--- config.mk ---
export PLATFORM = sky130hd
export DESIGN_NAME = rect_plotter_flat
export DESIGN_NICKNAME = d
export VERILOG_FILES = /design/src/rtl/rect_plotter_if.sv /design/src/rtl/rect_plotter.sv /design/src/flat_wrapper.sv
export SDC_FILE = /design/constraint.sdc
export NUM_CORES = 1
export LEC_CHECK = 0
export CAP_MARGIN = 20
export CORE_MARGIN = 2
export CORE_UTILIZATION = 60
export CTS_CLUSTER_DIAMETER = 30
export CTS_CLUSTER_SIZE = 10
export DETAILED_ROUTE_END_ITERATION = 12
export DONT_BUFFER_PORTS = 1
export HOLD_SLACK_MARGIN = 0.12
export PLACE_DENSITY = 0.76
export SYNTH_ARGS = -nofsm -noshare
export SYNTH_HDL_FRONTEND = slang
export SYNTH_SLANG_ARGS = --single-unit
--- constraint.sdc ---
create_clock -name clk -period 4.7 [get_ports clk]
set_clock_uncertainty 0.2 [all_clocks]
set_input_delay 0.47 -clock clk [delete_from_list [all_inputs] [get_ports clk]]
set_output_delay 0.47 -clock clk [all_outputs]
set_load 0.02 [all_outputs]
--- src/rtl/rect_plotter_if.sv ---
// Command handshake and pixel-stream signals between a command source and the rectangle plotter.
interface rect_plotter_if #(
  parameter int X_W      = 8,
  parameter int Y_W      = 7,
  parameter int COLOUR_W = 3,
  parameter int SIZE_W   = 4
) ();
  logic                cmd_valid;
  logic                cmd_ready;
  logic [1:0]          cmd_op;
  logic [X_W-1:0]      cmd_x;
  logic [Y_W-1:0]      cmd_y;
  logic [SIZE_W-1:0]   cmd_w;
  logic [SIZE_W-1:0]   cmd_h;
  logic [COLOUR_W-1:0] cmd_colour;
  logic [X_W-1:0]      x;
  logic [Y_W-1:0]      y;
  logic [COLOUR_W-1:0] colour;
  logic                plot;
  logic                done;

  modport master (
    output cmd_valid, cmd_op, cmd_x, cmd_y, cmd_w, cmd_h, cmd_colour,
    input  cmd_ready, x, y, colour, plot, done
  );
  modport slave (
    input  cmd_valid, cmd_op, cmd_x, cmd_y, cmd_w, cmd_h, cmd_colour,
    output cmd_ready, x, y, colour, plot, done
  );
endinterface

--- src/rtl/rect_plotter.sv ---
// Command-driven pixel generator: clipped filled rectangles and full-screen fills,
// one registered pixel per clock on the plot interface.
module rect_plotter #(
  parameter int X_W      = 8,
  parameter int Y_W      = 7,
  parameter int COLOUR_W = 3,
  parameter int SCREEN_W = 160,
  parameter int SCREEN_H = 120,
  parameter int SIZE_W   = 4
) (
  input logic           clk,
  input logic           reset,
  rect_plotter_if.slave bus
);
  localparam logic [1:0] S_IDLE = 2'd0;
  localparam logic [1:0] S_RECT = 2'd1;
  localparam logic [1:0] S_FILL = 2'd2;
  localparam logic [1:0] S_DONE = 2'd3;

  localparam logic [X_W:0]   SW     = (X_W+1)'(SCREEN_W);
  localparam logic [Y_W:0]   SH     = (Y_W+1)'(SCREEN_H);
  localparam logic [X_W-1:0] X_LAST = X_W'(SCREEN_W - 1);
  localparam logic [Y_W-1:0] Y_LAST = Y_W'(SCREEN_H - 1);

  logic [1:0]          state;
  logic [X_W-1:0]      lx;
  logic [Y_W-1:0]      ly;
  logic [SIZE_W-1:0]   lw, lh, dx, dy;
  logic [COLOUR_W-1:0] lcol;

  logic                last_dx;
  logic [SIZE_W-1:0]   ndx, ndy, ox, oy;
  logic [X_W-1:0]      bx;
  logic [Y_W-1:0]      by;
  logic [X_W:0]        sx;
  logic [Y_W:0]        sy;
  logic                pin;

  // In IDLE the first pixel comes straight from the command inputs so that it
  // is on the outputs in the cycle right after acceptance.
  always_comb begin
    last_dx = (dx == lw);
    ndx     = last_dx ? '0 : dx + 1'b1;
    ndy     = last_dx ? dy + 1'b1 : dy;
    if (state == S_IDLE) begin
      bx = bus.cmd_x;
      by = bus.cmd_y;
      ox = '0;
      oy = '0;
    end else begin
      bx = lx;
      by = ly;
      ox = ndx;
      oy = ndy;
    end
    sx  = {1'b0, bx} + (X_W+1)'(ox);
    sy  = {1'b0, by} + (Y_W+1)'(oy);
    pin = (sx < SW) && (sy < SH);
  end

  always_ff @(posedge clk) begin
    if (!reset) begin
      state         <= S_IDLE;
      lx            <= '0;
      ly            <= '0;
      lw            <= '0;
      lh            <= '0;
      lcol          <= '0;
      dx            <= '0;
      dy            <= '0;
      bus.x         <= '0;
      bus.y         <= '0;
      bus.colour    <= '0;
      bus.plot      <= 1'b0;
      bus.done      <= 1'b0;
      bus.cmd_ready <= 1'b1;
    end else begin
      bus.plot <= 1'b0;
      bus.done <= 1'b0;
      case (state)
        S_IDLE: begin
          if (bus.cmd_valid) begin
            lx            <= bus.cmd_x;
            ly            <= bus.cmd_y;
            lw            <= bus.cmd_w;
            lh            <= bus.cmd_h;
            lcol          <= bus.cmd_colour;
            dx            <= '0;
            dy            <= '0;
            bus.cmd_ready <= 1'b0;
            case (bus.cmd_op)
              2'b00: begin
                state      <= S_RECT;
                bus.x      <= sx[X_W-1:0];
                bus.y      <= sy[Y_W-1:0];
                bus.colour <= bus.cmd_colour;
                bus.plot   <= pin;
              end
              2'b01: begin
                state      <= S_FILL;
                bus.x      <= '0;
                bus.y      <= '0;
                bus.colour <= bus.cmd_colour;
                bus.plot   <= 1'b1;
              end
              default: begin
                state    <= S_DONE;
                bus.done <= 1'b1;
              end
            endcase
          end
        end
        S_RECT: begin
          if (last_dx && (dy == lh)) begin
            state    <= S_DONE;
            bus.done <= 1'b1;
          end else begin
            dx         <= ndx;
            dy         <= ndy;
            bus.x      <= sx[X_W-1:0];
            bus.y      <= sy[Y_W-1:0];
            bus.colour <= lcol;
            bus.plot   <= pin;
          end
        end
        S_FILL: begin
          // The output registers double as the fill scan counters.
          if ((bus.x == X_LAST) && (bus.y == Y_LAST)) begin
            state    <= S_DONE;
            bus.done <= 1'b1;
          end else if (bus.x == X_LAST) begin
            bus.x    <= '0;
            bus.y    <= bus.y + 1'b1;
            bus.plot <= 1'b1;
          end else begin
            bus.x    <= bus.x + 1'b1;
            bus.plot <= 1'b1;
          end
        end
        default: begin
          state         <= S_IDLE;
          bus.cmd_ready <= 1'b1;
        end
      endcase
    end
  end
endmodule

--- src/flat_wrapper.sv ---
// flat-port wrapper written by rule: the top's interface ports become plain ports
module rect_plotter_flat 
#(
  parameter int X_W      = 8,
  parameter int Y_W      = 7,
  parameter int COLOUR_W = 3,
  parameter int SCREEN_W = 160,
  parameter int SCREEN_H = 120,
  parameter int SIZE_W   = 4
)
  (clk, reset, bus_cmd_valid, bus_cmd_op, bus_cmd_x, bus_cmd_y, bus_cmd_w, bus_cmd_h, bus_cmd_colour, bus_cmd_ready, bus_x, bus_y, bus_colour, bus_plot, bus_done);
  rect_plotter_if #(.X_W(X_W), .Y_W(Y_W), .COLOUR_W(COLOUR_W), .SIZE_W(SIZE_W)) bus_i ();
  input logic clk;
  input logic reset;
  input wire logic [$bits(bus_i.cmd_valid)-1:0] bus_cmd_valid;
  input wire logic [$bits(bus_i.cmd_op)-1:0] bus_cmd_op;
  input wire logic [$bits(bus_i.cmd_x)-1:0] bus_cmd_x;
  input wire logic [$bits(bus_i.cmd_y)-1:0] bus_cmd_y;
  input wire logic [$bits(bus_i.cmd_w)-1:0] bus_cmd_w;
  input wire logic [$bits(bus_i.cmd_h)-1:0] bus_cmd_h;
  input wire logic [$bits(bus_i.cmd_colour)-1:0] bus_cmd_colour;
  output wire logic [$bits(bus_i.cmd_ready)-1:0] bus_cmd_ready;
  output wire logic [$bits(bus_i.x)-1:0] bus_x;
  output wire logic [$bits(bus_i.y)-1:0] bus_y;
  output wire logic [$bits(bus_i.colour)-1:0] bus_colour;
  output wire logic [$bits(bus_i.plot)-1:0] bus_plot;
  output wire logic [$bits(bus_i.done)-1:0] bus_done;
  assign bus_i.cmd_valid = bus_cmd_valid;
  assign bus_i.cmd_op = bus_cmd_op;
  assign bus_i.cmd_x = bus_cmd_x;
  assign bus_i.cmd_y = bus_cmd_y;
  assign bus_i.cmd_w = bus_cmd_w;
  assign bus_i.cmd_h = bus_cmd_h;
  assign bus_i.cmd_colour = bus_cmd_colour;
  assign bus_cmd_ready = bus_i.cmd_ready;
  assign bus_x = bus_i.x;
  assign bus_y = bus_i.y;
  assign bus_colour = bus_i.colour;
  assign bus_plot = bus_i.plot;
  assign bus_done = bus_i.done;
  rect_plotter #(.X_W(X_W), .Y_W(Y_W), .COLOUR_W(COLOUR_W), .SCREEN_W(SCREEN_W), .SCREEN_H(SCREEN_H), .SIZE_W(SIZE_W)) u_core (.clk(clk), .reset(reset), .bus(bus_i));
endmodule
* After elaboration in Yosys (flattened, before gate mapping) *
Index checks and enable logic that the tools add are counted.

operators by class
  $add $sub $neg = 6
  multiply operators = 0
  div/mod/pow operators = 0
  $lt $le $gt $ge = 2
  equality and inequality tests = 15
  shift operators = 0
  mux-type cells = 44
  bitwise operators = 1
  reductions and logical operators = 16

operator list
  operator                                                                  number
  8-bit 2-to-1 mux                                                          5
  7-bit 2-to-1 mux                                                          5
  4-bit 2-to-1 mux                                                          7
  8-bit one-hot mux with 3 select lines                                     1
  7-bit one-hot mux with 3 select lines                                     1
  4-bit one-hot mux with 2 select lines                                     2
  8-bit one-hot mux with 2 select lines                                     1
  7-bit one-hot mux with 2 select lines                                     1
  8-bit by 4-bit adder with 9-bit output                                    1
  9-bit by 8-bit < comparator with 1-bit output (second input constant)     1
  3-bit 2-to-1 mux                                                          3
  4-bit by 1-bit adder with 4-bit output (second input constant)            2
  7-bit by 4-bit adder with 8-bit output                                    1
  8-bit by 1-bit adder with 8-bit output (second input constant)            1
  4-bit equality test                                                       2
  8-bit equality test (second input constant)                               1
  8-bit by 7-bit < comparator with 1-bit output (second input constant)     1
  1-bit 2-to-1 mux                                                          8
  2-bit inequality test (second input constant)                             4
  7-bit by 1-bit adder with 7-bit output (second input constant)            1
  7-bit equality test (second input constant)                               1
  2-bit 2-to-1 mux                                                          3
  2-bit by 1-bit inequality test with 1-bit output (second input constant)  3
  1-bit one-hot mux with 3 select lines                                     2
  other kinds (18)                                                          26

storage, ports and cells
  flip-flop bits (word level) = 57
  bits in latches = 0
  memory bits (writable) = 0
  ROM bits = 0
  bits of input ports = 31
  output and inout bits = 21
  word-level logic and storage cells = 98
  memories = 0

* Longest topological paths before layout *
  depth after elaboration = 9
  depth in mapped cells = 15
  gate-level depth less buffers = 12

* Least setup slack after synthesis *
OpenSTA, ideal clock, no wires.

  path type = register -> register
  start point = register u_core.state[0]
  end point = register u_core.bus.x[6]
  library setup time = 0.059 ns
  arrival time = 3.545 ns
  required time = 4.441 ns
  slack = 0.896 ns
  stages on the path, launching flop included = 16
  path buffers = 4
  period minus slack after synthesis = 3.804 ns
  cell sequence = dfxtp_1 -> inv_1 -> ha_1 -> buf_2 -> buf_1 -> clkbuf_1 -> buf_1 -> mux2_2 -> ha_1 -> fa_1 -> nand3_1 -> nand2_1 -> a21boi_0 -> or3_1 -> a21oi_1 -> o221a_2

on the way
  longest elaborated chain between the ends = 6
  elaborated cells on any way between the ends = 16

ends and longest elaborated chain
  item                                                  RTL line                                RTL
  from (decl)                                           rect_plotter.sv:25                      logic [1:0] state;
  from (signal assigned)                                rect_plotter.sv:63                      state <= S_IDLE;
  from (signal assigned)                                rect_plotter.sv:93                      state <= S_RECT;
  from (signal assigned)                                rect_plotter.sv:100                     state <= S_FILL;
  2-bit logical NOT                                     rect_plotter.sv:45, rect_plotter.sv:80
  8-bit 2-to-1 mux or 4-bit 2-to-1 mux (tied branches)  rect_plotter.sv:45                      if (state == S_IDLE) begin
  8-bit by 4-bit adder with 9-bit output                rect_plotter.sv:56                      sx = {1'b0, bx} + (X_W+1)'(ox);
  8-bit one-hot mux with 2 select lines                 rect_plotter.sv:91                      case (bus.cmd_op)
  8-bit 2-to-1 mux                                      rect_plotter.sv:82                      if (bus.cmd_valid) begin
  8-bit one-hot mux with 3 select lines                 rect_plotter.sv:80                      case (state)
  to (signal assigned)                                  rect_plotter.sv:94                      bus.x <= sx[X_W-1:0];
  to (signal assigned)                                  rect_plotter.sv:120                     bus.x <= sx[X_W-1:0];
  to (signal assigned)                                  rect_plotter.sv:136                     bus.x <= bus.x + 1'b1;
  to (decl)                                             rect_plotter_if.sv:28                   output cmd_ready, x, y, colour, plot, done

Parallel ways exist; a longest one is shown, timed or not. The select of a mux whose other input is x is not followed.
A chain may end at the register's enable or synchronous reset.

* Final worst setup path *
Ends and elaborated chain as after synthesis.

==> flow_summary.toml <==
[routing]
drc = 0
vias = 3453
wl_um = 9190
firstDrtPassIters = 5
drt_iter0_markers = 295
avgViaCountPerCell = 6.10
ant_nets = 0
wl_per_cell_um = 16.2

[power_and_ir_drop]
p_leak_uw = 0.00161
ir_drop_mv = 0.308
p_int_uw = 1300
pwr-share-clk_pct = 23.5
combPwrFrac_pct = 42.1
seqPwrFrac_pct = 34.5
p_switching_uw = 975
p_per_area_nw_per_um2 = 548
swShare_pct = 42.9

[cells_and_area]
ff_latch_area_sq_um = 1140
area_growth_syn_to_layout_pct = 14.7
n_fill_cell = 460
drive_gt1_share_pct = 8.96
diodes = 0
final_nets = 535
multiInputGateArea_sq_um = 2350

[sta]
rsz0062_at_grt = "no"
setup-violations-final = 0
max_freq_mhz = 264
finalCritPeriodShare_pct = 80.6
fin_ws_ns = 0.913
slew_headroom_pct = 30.6
fin_tns_setup_ns = 0
timing.final.hold_violations = 0
tightest_slew_ns = 1.04
fin_crit_ns = 3.79
maxSlewViolCount = 0

[place]
hpwl_um = 6130
numPortBuffers = 0
dp_slack_ns = 1.07
place_congestion = 0.933

[job]
drv_cap = 0

[die]
io_pins = 52
die_x_um = 81.6
coreArea_sq_um = 5890
dieArea_sq_um = 6660
num_rows = 28
chipHeight_um = 81.6
start_util_pct = 61.4

[synth]
async_flop_share_pct = 0
syn-cell-area_sq_um = 3610
synth.avg_cell_area_sq_um = 7.74
yosys-top-cells-area = "dfxtp_1 32%, nand2_1 8.6%, a21oi_1 7.6%"
synth_cell_types = 56
yosysTopAreaCell = "dfxtp_1"
yosys.area.top_type_share_pct = 31.6
ys_seq_elements = 57
synth_edf_count = 0
synthFlopType = "dfxtp_1"
yosysSeqAreaShare_pct = 31.6
ys_warn_count = 0
synthesis.nets = 516
netlist_instances = 467

[critical_path]
cp.required_ns = 4.79
worstSetupPathType = "reg2reg"
critPathArrivalTime_ns = 3.88
worst_setup_path_end_kind = "register"
critical_path.max_fanout = 27
crit_path_start_kind = "register"

[clock_tree]
cts_tree = "built"
clock_latency_ns = 0.34
root_buffer = "clkbuf_8"
cts.path.max_buffers = 2
cts_max_level = 3
clk_pin_slew_ns = 0.07
postCtsSetupBuffers = 0
cts.sinks = 57
numCtsBuffers = 9

[grt]
overflow = 0
grt_max_degree = 41
grt_pass1_wl_um = 14800
grt_util_all_layers_pct = 28.7
antenna_found_initial = 0
grt_pass1_vias = 3124

[run_status]
status = "finished, final reports clean"

[min_path]
min_path_type = "in2reg"
==> critical path, cell delays in order, from the launching register on <==
cell      delay, ns
dfxtp_1        0.35
inv_1          0.09
ha_1           0.85
mux2_2         0.43
ha_1           0.22
fa_1           0.42
nand3_1        0.12
nand2_1        0.11
a21boi_0       0.17
or3_1          0.36
a21oi_1        0.19
o221a_2        0.21
==> synth_stat cells, drive strengths merged, types with 3 or more instances <==
| library cell | count |
|---|---|
| ha | 16 |
| nand2 | 84 |
| and2 | 6 |
| o211ai | 3 |
| a21o | 5 |
| inv | 8 |
| o21ai | 26 |
| or3 | 3 |
| nand4 | 7 |
| mux2 | 12 |
| dfxtp | 57 |
| nor3 | 6 |
| or2 | 4 |
| buf | 9 |
| xnor2 | 6 |
| xor2 | 18 |
| nor4 | 3 |
| nor2 | 40 |
| mux2i | 12 |
| clkbuf | 14 |
| nand3 | 18 |
| a21oi | 55 |
| o31ai | 3 |
| nand4b | 3 |
| nand2b | 3 |
| a211oi | 10 |
| o22ai | 5 |
==> final timing paths <==
check	depth (start not counted)	end	slack, ns	start
min	2	u_core.bus.done$_SDFF_PN0_	0.13	bus_cmd_op[1]
max reg2reg	11	u_core.bus.x[6]$_SDFFE_PN0P_	0.91	u_core.state[0]$_SDFFE_PN0P_
min reg2reg	2	u_core.lx[1]$_SDFFE_PN0P_	0.25	u_core.lx[1]$_SDFFE_PN0P_
max	11	u_core.bus.x[6]$_SDFFE_PN0P_	0.91	u_core.state[0]$_SDFFE_PN0P_
==> layout make-up <==
| type | count | share of cell area (%) |
|---|---|---|
| clock inverters | 5 | 1.87 |
| clock buffers | 11 | 3.65 |
| repair buffers | 31 | 7.24 |
| flip-flops and latches | 57 | 27.5 |
| multi-input cells | 378 | 56.6 |
| well taps | 75 | 2.26 |
| inverters | 9 | 0.815 |
==> cell families (layout without fill, tap and decap cells) <==
| group | count (synthesis) | after routing | share of synthesized area (%) |
|---|---|---|---|
| and+or+nand+nor | 184 | 184 | 23.3 |
| AOI/OAI and AO/OA | 128 | 128 | 22.1 |
| DFF | 57 | 57 | 31.6 |
| buffers and inverters | 32 | 56 | 3.46 |
| xor gates and xnor gates | 24 | 24 | 5.82 |
| muxes | 24 | 24 | 7.06 |
| adders and majority gates | 18 | 18 | 6.65 |
==> power groups by stage <==
stage | clock, uW | combinational (uW) | sequential, uW
finish | 533 | 957 | 784
global route | 553 | 1070 | 802
CTS | 534 | 940 | 782
detailed placement | 0 | 912 | 793
global placement | 0 | 895 | 788
floorplan | 0 | 747 | 762
==> cell usage in the layout, fill, tap and decap left out, types with 6 or more instances in the layout <==
| cell | instances |
|---|---|
| a211oi_1 | 10 |
| a21oi_1 | 55 |
| clkbuf_8 | 11 |
| dfxtp_1 | 57 |
| dlygate4sd3_1 | 27 |
| ha_1 | 16 |
| inv_1 | 8 |
| mux2_2 | 12 |
| mux2i_1 | 12 |
| nand2_1 | 83 |
| nand3_1 | 18 |
| nand4_1 | 7 |
| nor2_1 | 40 |
| nor3_1 | 6 |
| o21ai_0 | 25 |
| xnor2_1 | 6 |
| xor2_1 | 18 |
==> registers in the layout, summed over array words and instances, names as in the netlist <==
name and count:
u_core.lh 4, u_core.bus.done 1, u_core.lcol 3, u_core.dy 4, u_core.bus.cmd_ready 1, u_core.bus.colour 3
u_core.lw 4, u_core.dx 4, u_core.lx 8, u_core.bus.plot 1, u_core.ly 7, u_core.bus.x 8
u_core.bus.y 7, u_core.state 2
==> metal layers <==
layer | vias to the layer above | global-route usage [%] | wire [um]
li1 | 1694 | - | -
met3 | 19 | 5.16 | 671
met5 | - | 0 | 0
met2 | 148 | 46.6 | 4270
met4 | 0 | 11.0 | 184
met1 | 1592 | 38.1 | 4060
==> stage by stage <==
step / total power (uW) / instances / instance area, sq um / hold slack (ns) / util, %
floorplan: 1510 / 467 / 3610 / 0.234 / -
global placement: 1680 / 523 / 3650 / 0.241 / 62.0
detailed placement: 1700 / 523 / 3650 / 0.248 / 62.0
CTS: 2260 / 566 / 4150 / 0.128 / 70.5
global route: 2420 / 566 / 4150 / 0.156 / 70.5
finish: 2270 / 566 / 4150 / 0.132 / 70.5
==> timing repair <==
| action | CTS | global route |
|---|---|---|
| resized for setup | 0 | 0 |
| hold buffers | 27 | 0 |
| setup endpoints to repair | 0 | 0 |
| endpoints found under the hold margin | 34 | 0 |
Power figures use the tool's default switching activity.
